$ cat config.mk
export PLATFORM = sky130hd
export DESIGN_NAME = vc_random_stream_gen
export DESIGN_NICKNAME = d
export VERILOG_FILES = /design/src/rtl/vc_random_stream_gen_pkg.sv /design/src/rtl/vc_random_stream_gen_channel.sv /design/src/rtl/vc_random_stream_gen.sv
export SDC_FILE = /design/constraint.sdc
export NUM_CORES = 1
export LEC_CHECK = 0
export ABC_AREA = 1
export ABC_CLOCK_PERIOD_IN_PS = 1600
export CAP_MARGIN = 10
export CORE_AREA = 8 8 74 101
export DETAILED_ROUTE_END_ITERATION = 8
export DIE_AREA = 0 0 82 109
export PLACE_DENSITY = 0.74
export SETUP_SLACK_MARGIN = 0.02
export SKIP_CTS_REPAIR_TIMING = 1
export SLEW_MARGIN = 20
export SYNTH_ARGS = -nofsm -noshare
export SYNTH_HDL_FRONTEND = slang
export SYNTH_SLANG_ARGS = --single-unit
$ cat constraint.sdc
create_clock -name clk -period 1.6 [get_ports clk]
set_input_delay 0.4 -clock clk [delete_from_list [all_inputs] [get_ports clk]]
set_output_delay 0.4 -clock clk [all_outputs]
set_load 0.005 [all_outputs]
$ cat src/rtl/vc_random_stream_gen_pkg.sv
// Shared definitions for vc_random_stream_gen: seed constants, channel FSM
// states, and the xorshift step / XOR-fold / channel-seed helper functions.
package vc_random_stream_gen_pkg;

    localparam logic [31:0] GOLDEN_SEED   = 32'h9E3779B9;
    localparam logic [31:0] ZERO_SEED_SUB = 32'h1;

    typedef enum logic {
        ST_EMPTY = 1'b0,
        ST_FULL  = 1'b1
    } chan_state_e;

    // One xorshift32 step (13, 17, 5).
    function automatic logic [31:0] xs_step(input logic [31:0] x);
        logic [31:0] y;
        y = x;
        y = y ^ (y << 13);
        y = y ^ (y >> 17);
        y = y ^ (y << 5);
        return y;
    endfunction

    // XOR of consecutive nbits-wide slices starting at bit 0; the top slice
    // is implicitly zero-padded. Only the low nbits of the result are used.
    function automatic logic [31:0] xs_fold(input logic [31:0] x,
                                            input int unsigned nbits);
        logic [31:0] r;
        r = '0;
        for (int unsigned j = 0; j < 32; j++) begin
            r[5'(j % nbits)] = r[5'(j % nbits)] ^ x[5'(j)];
        end
        return r;
    endfunction

    // Per-channel seed; an all-zero state would never leave zero.
    function automatic logic [31:0] chan_seed(input logic [31:0] base,
                                              input int unsigned c);
        logic [31:0] s;
        s = base ^ (32'(c) * GOLDEN_SEED);
        return (s == '0) ? ZERO_SEED_SUB : s;
    endfunction

endpackage

$ cat src/rtl/vc_random_stream_gen_channel.sv
// One channel of vc_random_stream_gen: xorshift state register, one-entry
// output buffer with EMPTY/FULL FSM, and the optional range check enabled by
// VC_RANDOM_STREAM_GEN_RANGE_EN.
module vc_RandomStreamGenChannel
    import vc_random_stream_gen_pkg::*;
#(
    parameter int unsigned p_out_nbits   = 4,
    parameter logic [31:0] p_reset_state = 32'h1
) (
    input  logic                   clk_i,
    input  logic                   reset_i,
    input  logic                   reseed_i,
    input  logic [31:0]            reseed_state_i,
    input  logic [p_out_nbits-1:0] max_val_i,
    output logic                   out_val_o,
    input  logic                   out_rdy_i,
    output logic [p_out_nbits-1:0] out_msg_o
);

    logic [31:0]            state_q;
    logic [31:0]            state_d;
    logic [p_out_nbits-1:0] msg_q;
    chan_state_e            fsm_q;
    logic [p_out_nbits-1:0] fold_w;
    logic [p_out_nbits-1:0] cand;
    logic                   accept;

    assign state_d = xs_step(state_q);
    assign fold_w  = p_out_nbits'(xs_fold(state_q, p_out_nbits));

`ifdef VC_RANDOM_STREAM_GEN_RANGE_EN
    logic [p_out_nbits-1:0] mask;

    // Smallest 2^k-1 covering max_val, then reject candidates above max_val.
    always_comb begin
        mask = '0;
        for (int unsigned i = 0; i < p_out_nbits; i++) begin
            mask[i] = |(max_val_i >> i);
        end
        cand   = fold_w & mask;
        accept = (cand <= max_val_i);
    end
`else
    logic unused_max_val;
    assign unused_max_val = ^max_val_i;

    // Full-range output: every candidate is accepted.
    always_comb begin
        cand   = fold_w;
        accept = 1'b1;
    end
`endif

    // Channel FSM: state steps whenever the buffer is or becomes free.
    always_ff @(posedge clk_i) begin
        if (reset_i) begin
            state_q <= p_reset_state;
            fsm_q   <= ST_EMPTY;
            msg_q   <= '0;
        end else if (reseed_i) begin
            // A concurrent out transfer still completes; its slot is dropped.
            state_q <= reseed_state_i;
            fsm_q   <= ST_EMPTY;
        end else begin
            case (fsm_q)
                ST_EMPTY: begin
                    state_q <= state_d;
                    if (accept) begin
                        msg_q <= cand;
                        fsm_q <= ST_FULL;
                    end
                end
                ST_FULL: begin
                    if (out_rdy_i) begin
                        state_q <= state_d;
                        if (accept) begin
                            msg_q <= cand;
                        end else begin
                            fsm_q <= ST_EMPTY;
                        end
                    end
                end
            endcase
        end
    end

    assign out_val_o = (fsm_q == ST_FULL);
    assign out_msg_o = msg_q;

endmodule

$ cat src/rtl/vc_random_stream_gen.sv
// Multi-channel xorshift random stream source with per-channel val/rdy.
// Range limiting is compiled in with VC_RANDOM_STREAM_GEN_RANGE_EN.
// Top level: per-channel seed derivation and port packing only.
module vc_random_stream_gen
    import vc_random_stream_gen_pkg::*;
#(
    parameter int unsigned p_nchannels = 1,
    parameter int unsigned p_out_nbits = 4,
    parameter logic [31:0] p_seed      = 32'h1
) (
    input  logic                               clk,
    input  logic                               reset,
    input  logic                               seed_val,
    output logic                               seed_rdy,
    input  logic [31:0]                        seed_msg,
    input  logic [p_out_nbits-1:0]             max_val,
    output logic [p_nchannels-1:0]             out_val,
    input  logic [p_nchannels-1:0]             out_rdy,
    output logic [p_nchannels*p_out_nbits-1:0] out_msg
);

    logic reseed;

    assign seed_rdy = 1'b1;
    assign reseed   = seed_val & seed_rdy;

    for (genvar c = 0; c < p_nchannels; c++) begin : g_chan
        logic [31:0] reseed_state;
        assign reseed_state = chan_seed(seed_msg, c);

        vc_RandomStreamGenChannel #(
            .p_out_nbits  (p_out_nbits),
            .p_reset_state(chan_seed(p_seed, c))
        ) u_chan (
            .clk_i         (clk),
            .reset_i       (reset),
            .reseed_i      (reseed),
            .reseed_state_i(reseed_state),
            .max_val_i     (max_val),
            .out_val_o     (out_val[c]),
            .out_rdy_i     (out_rdy[c]),
            .out_msg_o     (out_msg[c*p_out_nbits +: p_out_nbits])
        );
    end

endmodule
==> metrics.yaml, run 1 <==
critPathMaxFanout: 3
synth_warnings: 0
syn_area_mm2: 0.002880
diodes: 0
switching_share_pct: 42.24
placed_area_mm2: 0.003371
synth_top_area_share_pct: 25.72
tightestPinTransition_ns: 0.5476
via_count: 3079
synthTopCellsByCount: "nand2_1, inv_1, nor2_1, dfxtp_1, nand3_1"
cap_violations: 0
cts_tree: "done"
wl_mm: 8.680
power_mw: 3.677
ys_top_cells_by_area: "dfxtp_1, nand2_1, inv_1"
worstSetupPathType: "flip-flop to output port"
die_x_um: 82
outcome: "completed"
core_area_mm2: 0.006041
critPathSlowestCell: "clkdlybuf4s50_1"
max_stage_delay_ns: 0.50
drt_pass1_iterations: 5
grt_pass1_vias: 2958
post_synth_num_cell_types: 26
clock-sinks: 37
ys_ff_latch: 37
area_growth_pct: 20.59
grt_usage_pct: 20.43
fin_skew_ns: 0.006501
clock_latency_ns: 0.29
maxSlewViolCount: 0
path_cells: "clkdlybuf4s50_1"
synthFlopType: "dfxtp_1"
nNetsFinal: 558
post-route-cell-area_mm2: 0.003473
drt-vias-per-instance: 5.210
p_int_mw: 2.124
min_path_type: "flip-flop to flip-flop"
setup_viol: 0
switching_power_mw: 1.553
drive_gt1_share_pct: 9.056
first_iter_violations: 171
antenna_found_initial: 0
htree_levels: 2
max-slew-margin-rel_pct: 63.45
die_h_um: 109
fillCellCount: 609
route.detailed.drc: 0
cts_root_buf: "clkbuf_8"
synth_most_common_cell: "nand2_1"
cts_buffer_depth: 2
async_flop_share_pct: 0
powerDensity_mw_per_mm2: 1058
final-hold-violation-count: 0
crit_family: "buffers and inverters"
power_frac_comb_pct: 45.6
ant_nets: 0
die_area_mm2: 0.008938
start_util_pct: 47.68
grt_start_max_net_pins: 35
final_core_util_pct: 57.50
max_freq_mhz: 646.1
synth_top_area_cell: "dfxtp_1"
seq_power_share_pct: 34.1
rows: 34
timing.final.crit_share_pct: 96.73
avgSynthCellArea_um2: 6.001
synth_edf_count: 0
rsz0062_at_grt: "false"
endpoint_kind: "output port"
pin_count: 46
avgRoutedWirePerCell_um: 14.69
gp_congestion: 0.9091
portBuffers: 40
p_leak_nw: 1.684
numCtsBuffers: 5
ys_seq_area_share_pct: 25.72
ir_drop_uv: 507.6
grt_pass1_wl_mm: 14.32
period_needed_ns: 1.548
worst-path-buf-inv: 1
synthCells: 480
path_clk_slew_ns: 0.08
worstPathRequired_ns: 1.20
pwr-share-clk_pct: 20.3
hpwl_mm: 6.779
cp-start-kind: "flip-flop"
synthesis.nets: 520
worst-endpoint-arrival_ns: 1.15
grt_remaining_overflow: 0
[flip-flops by register name, summed over array words and instances (netlist names)]
signal and count:
g_chan.u_chan.state_q 32, g_chan.u_chan.out_msg_o 4, g_chan.u_chan.out_val_o 1
[through the flow]
step / worst slack (ns) / hold WS [ns] / setup TNS [ns] / std cells
3_5_place_dp: -0.2038 / 0.5129 / -3.663 / 583
4_1_cts: 0.009340 / 0.5303 / 0 / 591
6_report: 0.05228 / 0.5250 / 0 / 591
3_3_place_gp: -0.1594 / 0.5046 / -2.759 / 583
5_1_grt: 0.02156 / 0.5675 / 0 / 591
2_1_floorplan: 0.3622 / 0.4667 / 0 / 480
[power by group through the flow]
stage | sequential, mW | clock, mW | combinational [mW]
final | 1.25 | 0.747 | 1.68
after global routing | 1.27 | 0.802 | 1.89
after CTS | 1.25 | 0.760 | 1.67
after detailed placement | 1.27 | 0 | 1.66
after global placement | 1.27 | 0 | 1.62
after floorplan | 1.20 | 0 | 1.27
[final cells by class]
type / instances / area, um2 / share of cell area (%)
clock buffers: 7 / 96.34 / 2.774
flip-flops and latches: 37 / 742.0 / 21.36
well taps: 72 / 90.09 / 2.594
multi-input cells: 359 / 1792 / 51.59
repair buffers: 51 / 508.0 / 14.63
inverters: 64 / 240.2 / 6.916
clock inverters: 1 / 5.005 / 0.1441
[path summary, 6_finish.rpt]
check	end	slack [ns]	startpoint	cells after the start
min	g_chan[0].u_chan.out_msg_o[2]$_SDFFE_PP0P_	0.52	g_chan[0].u_chan.out_msg_o[2]$_SDFFE_PP0P_	2
max reg2reg	g_chan[0].u_chan.state_q[6]$_SDFFE_PP0P_	0.20	g_chan[0].u_chan.state_q[5]$_SDFFE_PP0P_	9
max	out_val	0.05	g_chan[0].u_chan.out_val_o$_SDFF_PP0_	1
min reg2reg	g_chan[0].u_chan.out_msg_o[2]$_SDFFE_PP0P_	0.52	g_chan[0].u_chan.out_msg_o[2]$_SDFFE_PP0P_	2
[worst reg2reg max path, stage by stage (launching register included)]
cell,delay [ns]
dfxtp_1,0.45
inv_1,0.12
nand2_1,0.07
nand2_1,0.14
inv_2,0.12
nor2_1,0.06
nor2_1,0.13
nand2_1,0.07
nand3_1,0.07
a21oi_1,0.06
[cell families (layout without fill, tap and decap cells)]
family | count (synthesis) | count (layout) | synth area share (%)
flops | 37 | 37 | 25.72
buf+inv | 84 | 123 | 12.08
compound gates | 80 | 80 | 16.51
xor+xnor | 33 | 33 | 10.82
simple gates | 245 | 245 | 34.75
other cells | 1 | 1 | 0.1302
[cell usage in the layout, fill, tap and decap left out, drive strengths merged]
cell type	Yosys	final
a21oi	33	33
a311oi	12	12
buf	13	11
clkbuf	7	7
clkdlybuf4s50	0	40
clkinv	0	1
conb	1	1
dfxtp	37	37
inv	64	64
nand2	155	155
nand2b	2	2
nand3	35	35
nand4	2	2
nor2	50	50
o211ai	3	3
o21ai	31	31
o221ai	1	1
or2	1	1
xnor2	21	21
xor2	12	12
[routing by layer]
metal / vias to the layer above / GRT usage [%] / wire length [um] / share of wire, %
met5: - / 0 / 0 / 0
met4: 0 / 11.21 / 396 / 4.6
li1: 1588 / - / - / -
met3: 25 / 4.208 / 542 / 6.2
met1: 1358 / 23.88 / 3616 / 42
met2: 108 / 33.67 / 4125 / 48
No activity file was read; power rests on OpenSTA's default activity.
==> run 2: changes to the inputs <==
Settings changed: CORE_AREA 8 8 74 101 to 8 8 93 128, DIE_AREA 0 0 82 109 to 0 0 101 136, PLACE_DENSITY 0.74 to 0.5, SYNTH_HIERARCHICAL set to 1.
==> metrics.yaml, run 2 <==
maxSlewViolCount: 0  # unchanged
grt_usage_pct: 14.80  # -5.6 points
ys_ff_latch: 37  # unchanged
final_cell_mix: "nand2_1, nand3_1, nor2_1, clkdlybuf4s50_1"
ys_seq_area_share_pct: 25.28  # -0.44 points
async_flop_share_pct: 0  # unchanged
ff2ff_path_depth: 9  # unchanged
worstPathRequired_ns: 1.20  # about the same
first_iter_violations: 154  # -9.9%
cap_violations: 0  # unchanged
pin_count: 46  # unchanged
cts_root_buf: "clkbuf_16"
antenna_found_initial: 0  # unchanged
setup_viol: 0  # unchanged
final_common_cell: "nand2_1"
synth_edf_count: 0  # unchanged
grt_pass1_wl_mm: 15.78  # +10%
core_area_mm2: 0.01013  # +68%
setup_ws_ns: 0.08993  # +0.03765 ns
critPathSlowestCell: "clkdlybuf4s50_1"
wl_mm: 9.632  # +11%
gp_congestion: 0.8764  # -3.6%
pre_cts_ws_ns: -0.08577  # +0.1180 ns
synth_warnings: 6  # +6
grt_remaining_overflow: 0  # unchanged
rsz0062_at_grt: "false"
start_util_pct: 28.93  # -19 points
synthesis.nets: 550  # +5.8%
clock_latency_ns: 0.28  # about the same
endpoint_kind: "output port"
cp-start-kind: "flip-flop"
cts_tree: "done"
synth_top_area_share_pct: 25.28  # -0.44 points
largest_register_ffs: 32  # unchanged
period_needed_ns: 1.510  # -0.03765 ns
die_x_um: 101  # +23%
crit_family: "buffers and inverters"
synthCells: 510  # +6.3%
route.detailed.drc: 0  # unchanged
diodes: 0  # unchanged
critPathMaxFanout: 2  # -1
setup_tns_ns: 0  # unchanged
rows: 44  # +29%
max_stage_delay_ns: 0.50  # about the same
drt_pass1_iterations: 4  # -1
hpwl_mm: 7.461  # +10%
numCtsBuffers: 5  # unchanged
ys_top_cells_by_area: "dfxtp_1, nand2_1, nand3_1"
area_growth_pct: 25.58
die_area_mm2: 0.01374  # +54%
outcome: "completed"
die_h_um: 136  # +25%
worst-endpoint-arrival_ns: 1.11  # -0.04 ns
final_cells: 674  # +14%
avgRoutedWirePerCell_um: 14.29  # -2.7%
nNetsFinal: 576  # +3.2%
synth_top_area_cell: "dfxtp_1"
fillCellCount: 1138  # +87%
powerDensity_mw_per_mm2: 993.4  # -6.1%
synthFlopType: "dfxtp_1"
portBuffers: 40  # unchanged
path_clk_slew_ns: 0.06  # -0.02 ns
min_path_type: "flip-flop to flip-flop"
min_path_cells: 4  # +2
clock-sinks: 37  # unchanged
cts_buffer_depth: 2  # unchanged
htree_levels: 2  # unchanged
path_depth: 1  # unchanged
drt-vias-per-instance: 4.736  # -9.1%
worstSetupPathType: "flip-flop to output port"
final-hold-violation-count: 0  # unchanged
regMostFlops: "g_chan.u_chan/state_q"
avgSynthCellArea_um2: 5.746  # -4.2%
grt_start_max_net_pins: 38  # +8.6%
path_cells: "clkdlybuf4s50_1"
max_freq_mhz: 662.2  # +2.5%
drive_gt1_share_pct: 11.94  # +2.9 points
syn_area_mm2: 0.002930  # +1.7%
synthTopCellsByCount: "nand2_1, nand3_1, nor2_1, clkbuf_1"
timing.final.crit_share_pct: 94.38  # -2.4 points
worst-path-buf-inv: 1  # unchanged
p_leak_nw: 1.698  # +0.85%
via_count: 3192  # +3.7%
fin_skew_ns: 0.004219  # -0.002282 ns
grt_pass1_vias: 3128  # +5.7%
dpl.cell_count: 667  # +14%
ant_nets: 0  # unchanged
ir_drop_uv: 413.7  # -19%
synth_most_common_cell: "nand2_1"
final_core_util_pct: 36.33  # -21 points
post_synth_num_cell_types: 24  # -7.7%
## run 2: cell count changes after synthesis, sizes merged, moves of 14 or more
cell,before,now
a22oi,0,27
o21ai,31,4
inv,64,50
nand3,35,54
nand2,155,195
clkbuf,7,38
## run 2: final timing paths
kind,to,from,slack [ns]
setup reg to reg,g_chan[0].u_chan/state_q[14]$_SDFFE_PP0P_,g_chan[0].u_chan/state_q[13]$_SDFFE_PP0P_,0.23
hold / removal,g_chan[0].u_chan/out_msg_o[2]$_SDFFE_PP0P_,g_chan[0].u_chan/out_msg_o[2]$_SDFFE_PP0P_,0.56
setup / recovery,out_val,g_chan[0].u_chan/out_val_o$_SDFF_PP0_,0.09
hold reg to reg,g_chan[0].u_chan/out_msg_o[2]$_SDFFE_PP0P_,g_chan[0].u_chan/out_msg_o[2]$_SDFFE_PP0P_,0.56
## run 2: layer usage
layer	part of all wire [%]	track usage (%)	wire, um	vias to the layer above
met5	0	0	0	-
met4	2.9	7.232	282	0
met3	4.6	2.665	447	15
met2	50	26.03	4786	67
met1	43	16.68	4117	1455
li1	-	-	-	1655
## run 2: layout make-up
type / count / area (um2) / area share, %
tap: 138 / 172.7 / 4.692
timing repair buffer: 65 / 638.1 / 17.34
multi-input combinational: 377 / 1798 / 48.86
inverter: 50 / 187.7 / 5.100
clock buffer: 7 / 142.6 / 3.876
sequential: 37 / 740.7 / 20.13
## run 2: kinds of logic after synthesis
logic type      after synthesis  synth area share (%)
flops                        37                 25.28
other cells                   1                0.1280
xor+xnor                     18                 5.636
simple gates                294                 41.93
compound gates               64                 13.66
buf+inv                      96                 13.36
## run 2: where the power goes
| group | leakage (nW) | switching [mW] | internal, mW |
|---|---|---|---|
| sequential | 0.307 | 0.150 | 1.04 |
| combinational | 1.32 | 0.864 | 0.603 |
| clock | 0.0700 | 0.388 | 0.613 |
## run 2: stage by stage
stage / total power, mW / instance area [um2] / hold slack (ns)
floorplan: 2.219 / 2930 / 0.5007
global placement: 2.657 / 3537 / 0.5433
CTS: 3.686 / 3680 / 0.5584
global route: 3.943 / 3680 / 0.5891
finish: 3.656 / 3680 / 0.5620
detailed placement: 2.672 / 3537 / 0.5402
## run 2: worst min-delay path: cells and delay by family, from the launching register on
kind	cells	cell delay [ns]
buffers and inverters	1	0.04
flip-flops	1	0.32
AND/OR/NAND/NOR	3	0.17
